$ cat src/rtl/ifu_prefetch_pkg.sv
// Shared defaults and sizing helpers for the instruction-fetch prefetch front end.
package ifu_prefetch_pkg;

  localparam int unsigned FETCH_ADDR_W    = 32;
  localparam int unsigned FETCH_INST_W    = 32;
  localparam int unsigned FETCH_DEPTH     = 4;
  localparam int unsigned FETCH_MAX_OUTST = 2;
  localparam logic [31:0] FETCH_RESET_PC  = 32'h8000_0000;
  localparam int unsigned PC_STEP         = 4;

  // Counter width able to hold the value n itself (0..n).
  function automatic int unsigned cnt_w(input int unsigned n);
    return $clog2(n) + 1;
  endfunction

endpackage

$ cat src/rtl/ifu_prefetch_if.sv
// Bundle of redirect, icache request/response and IF_ID instruction signals around the prefetcher.
interface ifu_prefetch_if
  import ifu_prefetch_pkg::*;
#(
  parameter int unsigned ADDR_W = FETCH_ADDR_W,
  parameter int unsigned INST_W = FETCH_INST_W
);

  logic              redirect_valid_i;
  logic [ADDR_W-1:0] redirect_pc_i;
  logic              icache_req_valid_o;
  logic              icache_req_ready_i;
  logic [ADDR_W-1:0] icache_addr_o;
  logic              icache_data_valid_i;
  logic [INST_W-1:0] icache_data_i;
  logic              inst_valid_o;
  logic              inst_ready_i;
  logic [INST_W-1:0] inst_o;
  logic [ADDR_W-1:0] pc_o;

  modport master (
    input  redirect_valid_i, redirect_pc_i, icache_req_ready_i,
           icache_data_valid_i, icache_data_i, inst_ready_i,
    output icache_req_valid_o, icache_addr_o, inst_valid_o, inst_o, pc_o
  );

  modport slave (
    output redirect_valid_i, redirect_pc_i, icache_req_ready_i,
           icache_data_valid_i, icache_data_i, inst_ready_i,
    input  icache_req_valid_o, icache_addr_o, inst_valid_o, inst_o, pc_o
  );

endinterface

$ cat src/rtl/ifu_prefetch_fetch_fifo.sv
// Synchronous instruction FIFO holding {inst, pc}; head is read straight from the storage registers.
module ifu_prefetch_fetch_fifo #(
  parameter int unsigned WIDTH = 64,
  parameter int unsigned DEPTH = 4
) (
  input  logic                   clk,
  input  logic                   rst,
  input  logic                   push_i,
  input  logic                   pop_i,
  input  logic                   flush_i,
  input  logic [WIDTH-1:0]       wdata_i,
  output logic [WIDTH-1:0]       head_o,
  output logic                   valid_o,
  output logic [$clog2(DEPTH):0] count_o
);

  localparam int unsigned AW = $clog2(DEPTH);

  logic [WIDTH-1:0] mem_q [DEPTH];
  logic [AW-1:0]    wr_q, wr_d;
  logic [AW-1:0]    rd_q, rd_d;
  logic [AW:0]      cnt_q, cnt_d;

  always_comb begin
    wr_d  = wr_q;
    rd_d  = rd_q;
    cnt_d = cnt_q;
    if (flush_i) begin
      wr_d  = '0;
      rd_d  = '0;
      cnt_d = '0;
    end else begin
      if (push_i) wr_d = wr_q + AW'(1);
      if (pop_i)  rd_d = rd_q + AW'(1);
      case ({push_i, pop_i})
        2'b10:   cnt_d = cnt_q + (AW+1)'(1);
        2'b01:   cnt_d = cnt_q - (AW+1)'(1);
        default: cnt_d = cnt_q;
      endcase
    end
  end

  always_ff @(posedge clk or negedge rst) begin
    if (!rst) begin
      wr_q  <= '0;
      rd_q  <= '0;
      cnt_q <= '0;
      for (int unsigned i = 0; i < DEPTH; i++) mem_q[i] <= '0;
    end else begin
      wr_q  <= wr_d;
      rd_q  <= rd_d;
      cnt_q <= cnt_d;
      if (push_i && !flush_i) mem_q[wr_q] <= wdata_i;
    end
  end

  assign head_o  = mem_q[rd_q];
  assign valid_o = (cnt_q != '0);
  assign count_o = cnt_q;

  a_no_overflow : assert property (@(posedge clk) disable iff (!rst)
    (push_i && !flush_i && cnt_q == (AW+1)'(DEPTH)) |-> pop_i);

endmodule

$ cat src/rtl/ifu_prefetch.sv
// Fetch PC owner with credit-based pipelined icache prefetch, in-order PC pairing and
// redirect flush that discards responses to requests issued before the redirect.
module ifu_prefetch
  import ifu_prefetch_pkg::*;
#(
  parameter int unsigned       ADDR_W    = FETCH_ADDR_W,
  parameter int unsigned       INST_W    = FETCH_INST_W,
  parameter int unsigned       DEPTH     = FETCH_DEPTH,
  parameter int unsigned       MAX_OUTST = FETCH_MAX_OUTST,
  parameter logic [ADDR_W-1:0] RESET_PC  = ADDR_W'(FETCH_RESET_PC)
) (
  input logic            clk,
  input logic            rst,
  ifu_prefetch_if.master bus
);

  localparam int unsigned CW = cnt_w(DEPTH);
  localparam int unsigned OW = cnt_w(MAX_OUTST);
  localparam int unsigned QW = (MAX_OUTST > 1) ? $clog2(MAX_OUTST) : 1;
  localparam int unsigned FW = INST_W + ADDR_W;
  localparam logic [OW-1:0] MAX_OUTST_C = OW'(MAX_OUTST);
  localparam logic [CW:0]   DEPTH_C     = (CW+1)'(DEPTH);

  logic [ADDR_W-1:0] fetch_pc_q, fetch_pc_d;
  logic [OW-1:0]     outst_q, outst_d;
  logic [OW-1:0]     drop_q, drop_d;
  logic [ADDR_W-1:0] pcq_q [MAX_OUTST];
  logic [QW-1:0]     pq_wr_q, pq_wr_d;
  logic [QW-1:0]     pq_rd_q, pq_rd_d;

  logic          redirect, resp, issue_ok, req_fire;
  logic          fifo_push, fifo_pop, fifo_valid;
  logic [CW-1:0] fifo_count;
  logic [CW:0]   occ;
  logic [FW-1:0] fifo_head;

  function automatic logic [QW-1:0] qinc(input logic [QW-1:0] p);
    return (p == QW'(MAX_OUTST - 1)) ? '0 : p + QW'(1);
  endfunction

  assign redirect = bus.redirect_valid_i;
  assign resp     = bus.icache_data_valid_i;

  // Every in-flight request already owns a FIFO slot, so a response can never find the FIFO full.
  assign occ      = {1'b0, fifo_count} + (CW+1)'(outst_q);
  assign issue_ok = rst && !redirect && (outst_q < MAX_OUTST_C) && (occ < DEPTH_C) && (drop_q == '0);
  assign req_fire = issue_ok && bus.icache_req_ready_i;

  assign fifo_push = resp && (drop_q == '0) && !redirect;
  assign fifo_pop  = fifo_valid && bus.inst_ready_i;

  always_comb begin
    fetch_pc_d = fetch_pc_q;
    outst_d    = outst_q;
    drop_d     = drop_q;
    pq_wr_d    = pq_wr_q;
    pq_rd_d    = pq_rd_q;

    if (req_fire) begin
      fetch_pc_d = fetch_pc_q + ADDR_W'(PC_STEP);
      pq_wr_d    = qinc(pq_wr_q);
    end
    if (fifo_push) pq_rd_d = qinc(pq_rd_q);

    case ({req_fire, resp})
      2'b10:   outst_d = outst_q + OW'(1);
      2'b01:   outst_d = outst_q - OW'(1);
      default: outst_d = outst_q;
    endcase

    // Everything still outstanding after this cycle's response belongs to the old stream.
    if (redirect) begin
      fetch_pc_d = bus.redirect_pc_i & ~ADDR_W'(3);
      drop_d     = resp ? outst_q - OW'(1) : outst_q;
      pq_wr_d    = '0;
      pq_rd_d    = '0;
    end else if (resp && drop_q != '0) begin
      drop_d = drop_q - OW'(1);
    end
  end

  always_ff @(posedge clk or negedge rst) begin
    if (!rst) begin
      fetch_pc_q <= RESET_PC;
      outst_q    <= '0;
      drop_q     <= '0;
      pq_wr_q    <= '0;
      pq_rd_q    <= '0;
      for (int unsigned i = 0; i < MAX_OUTST; i++) pcq_q[i] <= '0;
    end else begin
      fetch_pc_q <= fetch_pc_d;
      outst_q    <= outst_d;
      drop_q     <= drop_d;
      pq_wr_q    <= pq_wr_d;
      pq_rd_q    <= pq_rd_d;
      if (req_fire) pcq_q[pq_wr_q] <= fetch_pc_q;
    end
  end

  ifu_prefetch_fetch_fifo #(
    .WIDTH (FW),
    .DEPTH (DEPTH)
  ) u_fifo (
    .clk     (clk),
    .rst     (rst),
    .push_i  (fifo_push),
    .pop_i   (fifo_pop),
    .flush_i (redirect),
    .wdata_i ({bus.icache_data_i, pcq_q[pq_rd_q]}),
    .head_o  (fifo_head),
    .valid_o (fifo_valid),
    .count_o (fifo_count)
  );

  assign bus.icache_req_valid_o = issue_ok;
  assign bus.icache_addr_o      = fetch_pc_q;
  assign bus.inst_valid_o       = fifo_valid;
  assign bus.inst_o             = fifo_head[ADDR_W +: INST_W];
  assign bus.pc_o               = fifo_head[ADDR_W-1:0];

  a_resp_has_req : assert property (@(posedge clk) disable iff (!rst)
    resp |-> (outst_q != '0));

endmodule

$ cat src/flat_wrapper.sv
// flat-port wrapper written by rule: the top's interface ports become plain ports
module ifu_prefetch_flat import ifu_prefetch_pkg::*;
#(
  parameter int unsigned       ADDR_W    = FETCH_ADDR_W,
  parameter int unsigned       INST_W    = FETCH_INST_W,
  parameter int unsigned       DEPTH     = FETCH_DEPTH,
  parameter int unsigned       MAX_OUTST = FETCH_MAX_OUTST,
  parameter logic [ADDR_W-1:0] RESET_PC  = ADDR_W'(FETCH_RESET_PC)
)
  (clk, rst, bus_redirect_valid_i, bus_redirect_pc_i, bus_icache_req_ready_i, bus_icache_data_valid_i, bus_icache_data_i, bus_inst_ready_i, bus_icache_req_valid_o, bus_icache_addr_o, bus_inst_valid_o, bus_inst_o, bus_pc_o);
  ifu_prefetch_if #(.ADDR_W(ADDR_W), .INST_W(INST_W)) bus_i ();
  input logic clk;
  input logic rst;
  input wire logic [$bits(bus_i.redirect_valid_i)-1:0] bus_redirect_valid_i;
  input wire logic [$bits(bus_i.redirect_pc_i)-1:0] bus_redirect_pc_i;
  input wire logic [$bits(bus_i.icache_req_ready_i)-1:0] bus_icache_req_ready_i;
  input wire logic [$bits(bus_i.icache_data_valid_i)-1:0] bus_icache_data_valid_i;
  input wire logic [$bits(bus_i.icache_data_i)-1:0] bus_icache_data_i;
  input wire logic [$bits(bus_i.inst_ready_i)-1:0] bus_inst_ready_i;
  output wire logic [$bits(bus_i.icache_req_valid_o)-1:0] bus_icache_req_valid_o;
  output wire logic [$bits(bus_i.icache_addr_o)-1:0] bus_icache_addr_o;
  output wire logic [$bits(bus_i.inst_valid_o)-1:0] bus_inst_valid_o;
  output wire logic [$bits(bus_i.inst_o)-1:0] bus_inst_o;
  output wire logic [$bits(bus_i.pc_o)-1:0] bus_pc_o;
  assign bus_i.redirect_valid_i = bus_redirect_valid_i;
  assign bus_i.redirect_pc_i = bus_redirect_pc_i;
  assign bus_i.icache_req_ready_i = bus_icache_req_ready_i;
  assign bus_i.icache_data_valid_i = bus_icache_data_valid_i;
  assign bus_i.icache_data_i = bus_icache_data_i;
  assign bus_i.inst_ready_i = bus_inst_ready_i;
  assign bus_icache_req_valid_o = bus_i.icache_req_valid_o;
  assign bus_icache_addr_o = bus_i.icache_addr_o;
  assign bus_inst_valid_o = bus_i.inst_valid_o;
  assign bus_inst_o = bus_i.inst_o;
  assign bus_pc_o = bus_i.pc_o;
  ifu_prefetch #(.ADDR_W(ADDR_W), .INST_W(INST_W), .DEPTH(DEPTH), .MAX_OUTST(MAX_OUTST), .RESET_PC(RESET_PC)) u_core (.clk(clk), .rst(rst), .bus(bus_i));
endmodule
$ cat config.mk
export PLATFORM = sky130hd
export DESIGN_NAME = ifu_prefetch_flat
export DESIGN_NICKNAME = d
export VERILOG_FILES = /design/src/rtl/ifu_prefetch_pkg.sv /design/src/rtl/ifu_prefetch_if.sv /design/src/rtl/ifu_prefetch_fetch_fifo.sv /design/src/rtl/ifu_prefetch.sv /design/src/flat_wrapper.sv
export SDC_FILE = /design/constraint.sdc
export NUM_CORES = 1
export LEC_CHECK = 0
export ABC_AREA = 0
export CAP_MARGIN = 15
export CORE_AREA = 2 2 154 186
export DETAILED_ROUTE_END_ITERATION = 6
export DIE_AREA = 0 0 156 188
export GPL_TIMING_DRIVEN = 0
export PLACE_DENSITY_LB_ADDON = 0.1
export SLEW_MARGIN = 25
export SYNTH_ARGS = -nofsm -noshare
export SYNTH_HDL_FRONTEND = slang
export SYNTH_SLANG_ARGS = --single-unit
$ cat constraint.sdc
create_clock -name clk -period 6.3 [get_ports clk]
set_clock_uncertainty 0.2 [all_clocks]
set_input_delay 1.575 -clock clk [delete_from_list [all_inputs] [get_ports clk]]
set_output_delay 1.575 -clock clk [all_outputs]
set_load 0.05 [all_outputs]
==> results.md <==
- Pre-CTS WS: 0.270 ns
- Crit path DAT: 4.17 ns
- Main combinational cell family by area after synthesis: multiplexers
- Slew headroom: 0.436
- Avg Inst Size Synth: 12.9 um2
- I/O Pins: 168
- CP Capture Point: bus_icache_req_valid_o
- Post-Synth Simple-Gate Area: 0.0760
- Flops & latches, synth: 351
- Cts hold-fix bufs: 0
- # diodes: 0
- Synthesized area: 0.0155 mm2
- Hold Vio Cnt, Final: 0
- CP max stage delay: 0.82 ns
- Fin cells: 1779
- Post-detailed-route wirelength per cell: 20.3 um
- Fin crit share: 0.944
- Synth area leaders: dfrtp_1, mux2_2, mux4_2
- Die W: 156 um
- H-tree levels: 2
- Final Critical Period: 5.95 ns
- Die H: 188 um
- CTS tree: done
- RR Endpoint: u_core.u_fifo.mem_q[47]$_DFFE_PN0P_
- Post-CTS Resized: 0
- CP Launch Type: input pin
- Fillers: 2034
- Power per Cell Area: 419 mW/mm2
- Synth area leader: dfrtp_1
- Setup Fix Bufs, Post-CTS: 0
- Die area: 0.0293 mm2
- Top cell type's share of synthesized area: 0.564
- Core area: 0.0276 mm2
- Share of layout cells above drive strength 1: 0.245
- Cell Rows: 67
- Critical Path RT: 4.53 ns
- Synth-to-layout area growth: 22.6%
- Final setup viols: 0
- Sequence of cells on the critical path: buf_8 > buf_16 > buf_16 > nor4b_2 > and3_1 > clkdlybuf4s50_1
- Largest net degree at the start of global routing: 89
- DRT Pass-1 Iters: 5
- Final wirelength: 36.1 mm
- Top_reg_cell synth: dfrtp_1
- Worst vdd ir: 0.186 mV
- First-pass GRT wire length: 58.6 mm
- Nets@finish: 1487
- Reg2reg start: u_core.drop_q[1]$_DFFE_PN0P_
- Placer Congestion: 0.878
- Sink Count: 351
- RSZ-0062 raised after global routing: false
- Most used cell, CP: buf_16
- Setup slack, reg-to-reg: 3.41 ns
- Clock transition at path regs: 0.06 ns
- Number of synthesized flops with an enable pin: 0
- Crit. Startpoint: rst
- Worst Slack Setup Final: 0.351 ns
- Worst skew pair latency: 0.52 ns
- DRC violations left: 0
- Syn Inst Count: 1201
- Critical-path maximum fanout: 88
- DR iter-0 viols: 618
- Post-route ant nets: 0
- Initial antenna violation count: 0
- Peak Freq: 0.168 GHz
- Commonest non-fill, non-tap cell in the layout: dfrtp_1
- Post-DR vias/cell: 5.85
- Status: finished, final reports clean
- Post-synthesis mux area share: 0.246
- Number of library cell types mapped by synthesis: 55
- Post-layout util: 0.689
- Clock Path Buffers: 3
- Ys Warns: 0
- Most frequent cells in the layout: dfrtp_1, mux2_2, nand2_1
- Slew Viols, Final: 0
- Placed cells: 1714
- Worst r2r path cells: 8
- Synth Area in Adders: 0.00774
- DP HPWL: 24.3 mm
- Static Leak: 8.44 nW
- Global router's overall resource usage: 0.255
- Sequential-to-total area share from yosys stat: 0.566
- WS Path Type: in -> out
- Grt ovf: 0
- IO buf count: 161
- Post-Synth XOR/XNOR Area: 0.0119
- Vias: 10.4k
- Max-cap violations: 0
- Worst setup EP type: output port
- Hold Worst Slack: 0.275 ns
- Worst Max-Slew Pin Slew: 0.846 ns
- Vias in the first global route: 11.1k
- Root buffer cell: clkbuf_16
- Compound-Gate Fraction of Synth Area: 0.0653
- CTS Buf Count: 37
- Worst hold path type: reg -> reg
- Initial Util: 0.563
- Post-synth ARST share: 1.00
- CP max-delay cell: clkdlybuf4s50_1
## report_power, final
part / switching (W) / total, W / internal, W / leakage [nW]
combinational: 0.00157 / 0.00268 / 0.00111 / 3.06
sequential: 0.000265 / 0.00296 / 0.00269 / 4.72
clock: 0.000869 / 0.00233 / 0.00146 / 0.659
## logic make-up (layout without fill, tap and decap cells)
logic type / Yosys count / count (layout)
XOR/XNOR: 21 / 21
multiplexers: 280 / 280
other: 1 / 4
AO/OA/AOI/OAI: 184 / 184
buffers and inverters: 96 / 326
flip-flops: 351 / 351
adder cells (fa/ha/maj): 9 / 9
AND/OR/NAND/NOR: 259 / 259
## worst min path at each step
stage                                    startpoint                              endpoint  slack [ns]  depth (start not counted)
6_report       u_core.u_fifo.mem_q[154]$_DFFE_PN0P_  u_core.u_fifo.mem_q[154]$_DFFE_PN0P_        0.28                          2
5_1_grt         u_core.u_fifo.mem_q[91]$_DFFE_PN0P_   u_core.u_fifo.mem_q[91]$_DFFE_PN0P_        0.28                          2
4_1_cts         u_core.u_fifo.mem_q[68]$_DFFE_PN0P_   u_core.u_fifo.mem_q[68]$_DFFE_PN0P_        0.28                          2
3_5_place_dp    u_core.u_fifo.mem_q[20]$_DFFE_PN0P_   u_core.u_fifo.mem_q[20]$_DFFE_PN0P_        0.27                          2
3_3_place_gp   u_core.u_fifo.mem_q[209]$_DFFE_PN0P_  u_core.u_fifo.mem_q[209]$_DFFE_PN0P_        0.26                          2
2_1_floorplan   u_core.u_fifo.mem_q[66]$_DFFE_PN0P_   u_core.u_fifo.mem_q[66]$_DFFE_PN0P_        0.24                          2
## per-stage QoR
stage               instance area [um2]  power (W)  setup TNS (ns)
finish                            19000    0.00797               0
global route                      19000    0.00833               0
CTS                               19000    0.00805               0
detailed placement                17700    0.00569               0
global placement                  17600    0.00563        -5011.52
floorplan                         15500    0.00481               0
## flip-flops by register name (all words and copies together), names as in the netlist
signal	count
u_core.u_fifo.mem_q	248
u_core.pcq_q	60
u_core.bus.icache_addr_o	30
u_core.u_fifo.count_o	3
u_core.drop_q	2
u_core.outst_q	2
u_core.u_fifo.rd_q	2
u_core.u_fifo.wr_q	2
u_core.pq_rd_q	1
u_core.pq_wr_q	1
## routing by layer
| metal | vias up | track usage | wire [um] |
|---|---|---|---|
| met3 | 79 | 0.0384 | 1890 |
| met4 | 0 | 0.0893 | 1110 |
| met1 | 5244 | 0.343 | 15100 |
| li1 | 4717 | - | - |
| met5 | - | 0 | 0 |
| met2 | 359 | 0.426 | 18000 |
## worst max-delay path: cells and delay by family
family / cells / cell delay (ns)
AND/OR/NAND/NOR: 2 / 0.52
buffers and inverters: 4 / 1.97
## synth_stat cells (2+ instances only)
cell type	number
and2_1	3
or3_1	3
nor3_1	9
buf_2	25
nand4_1	7
ha_1	8
nor2_1	18
o21ai_0	145
buf_1	3
and3_1	2
and4_1	8
nand2b_1	2
nor4_1	13
clkbuf_1	52
o31a_1	2
a221o_1	7
nor2b_1	2
a21oi_1	12
mux2i_1	33
nand3_1	15
o31ai_1	3
inv_1	9
dfrtp_1	350
nand2_1	170
a21o_1	2
xnor2_1	15
xor2_1	6
buf_4	5
mux2_2	185
mux4_2	62
## final cells by class
type,instances,area (um2),share of cell area
flip-flops and latches,351,8780,0.462
multi-input cells,757,6320,0.332
repair buffers,165,1730,0.0908
clock buffers,54,1140,0.0601
well taps,345,432,0.0227
plain buffers,86,380,0.0200
clock inverters,11,188,0.00987
inverters,10,40.0,0.00211
No activity file was read; power rests on OpenSTA's default activity.
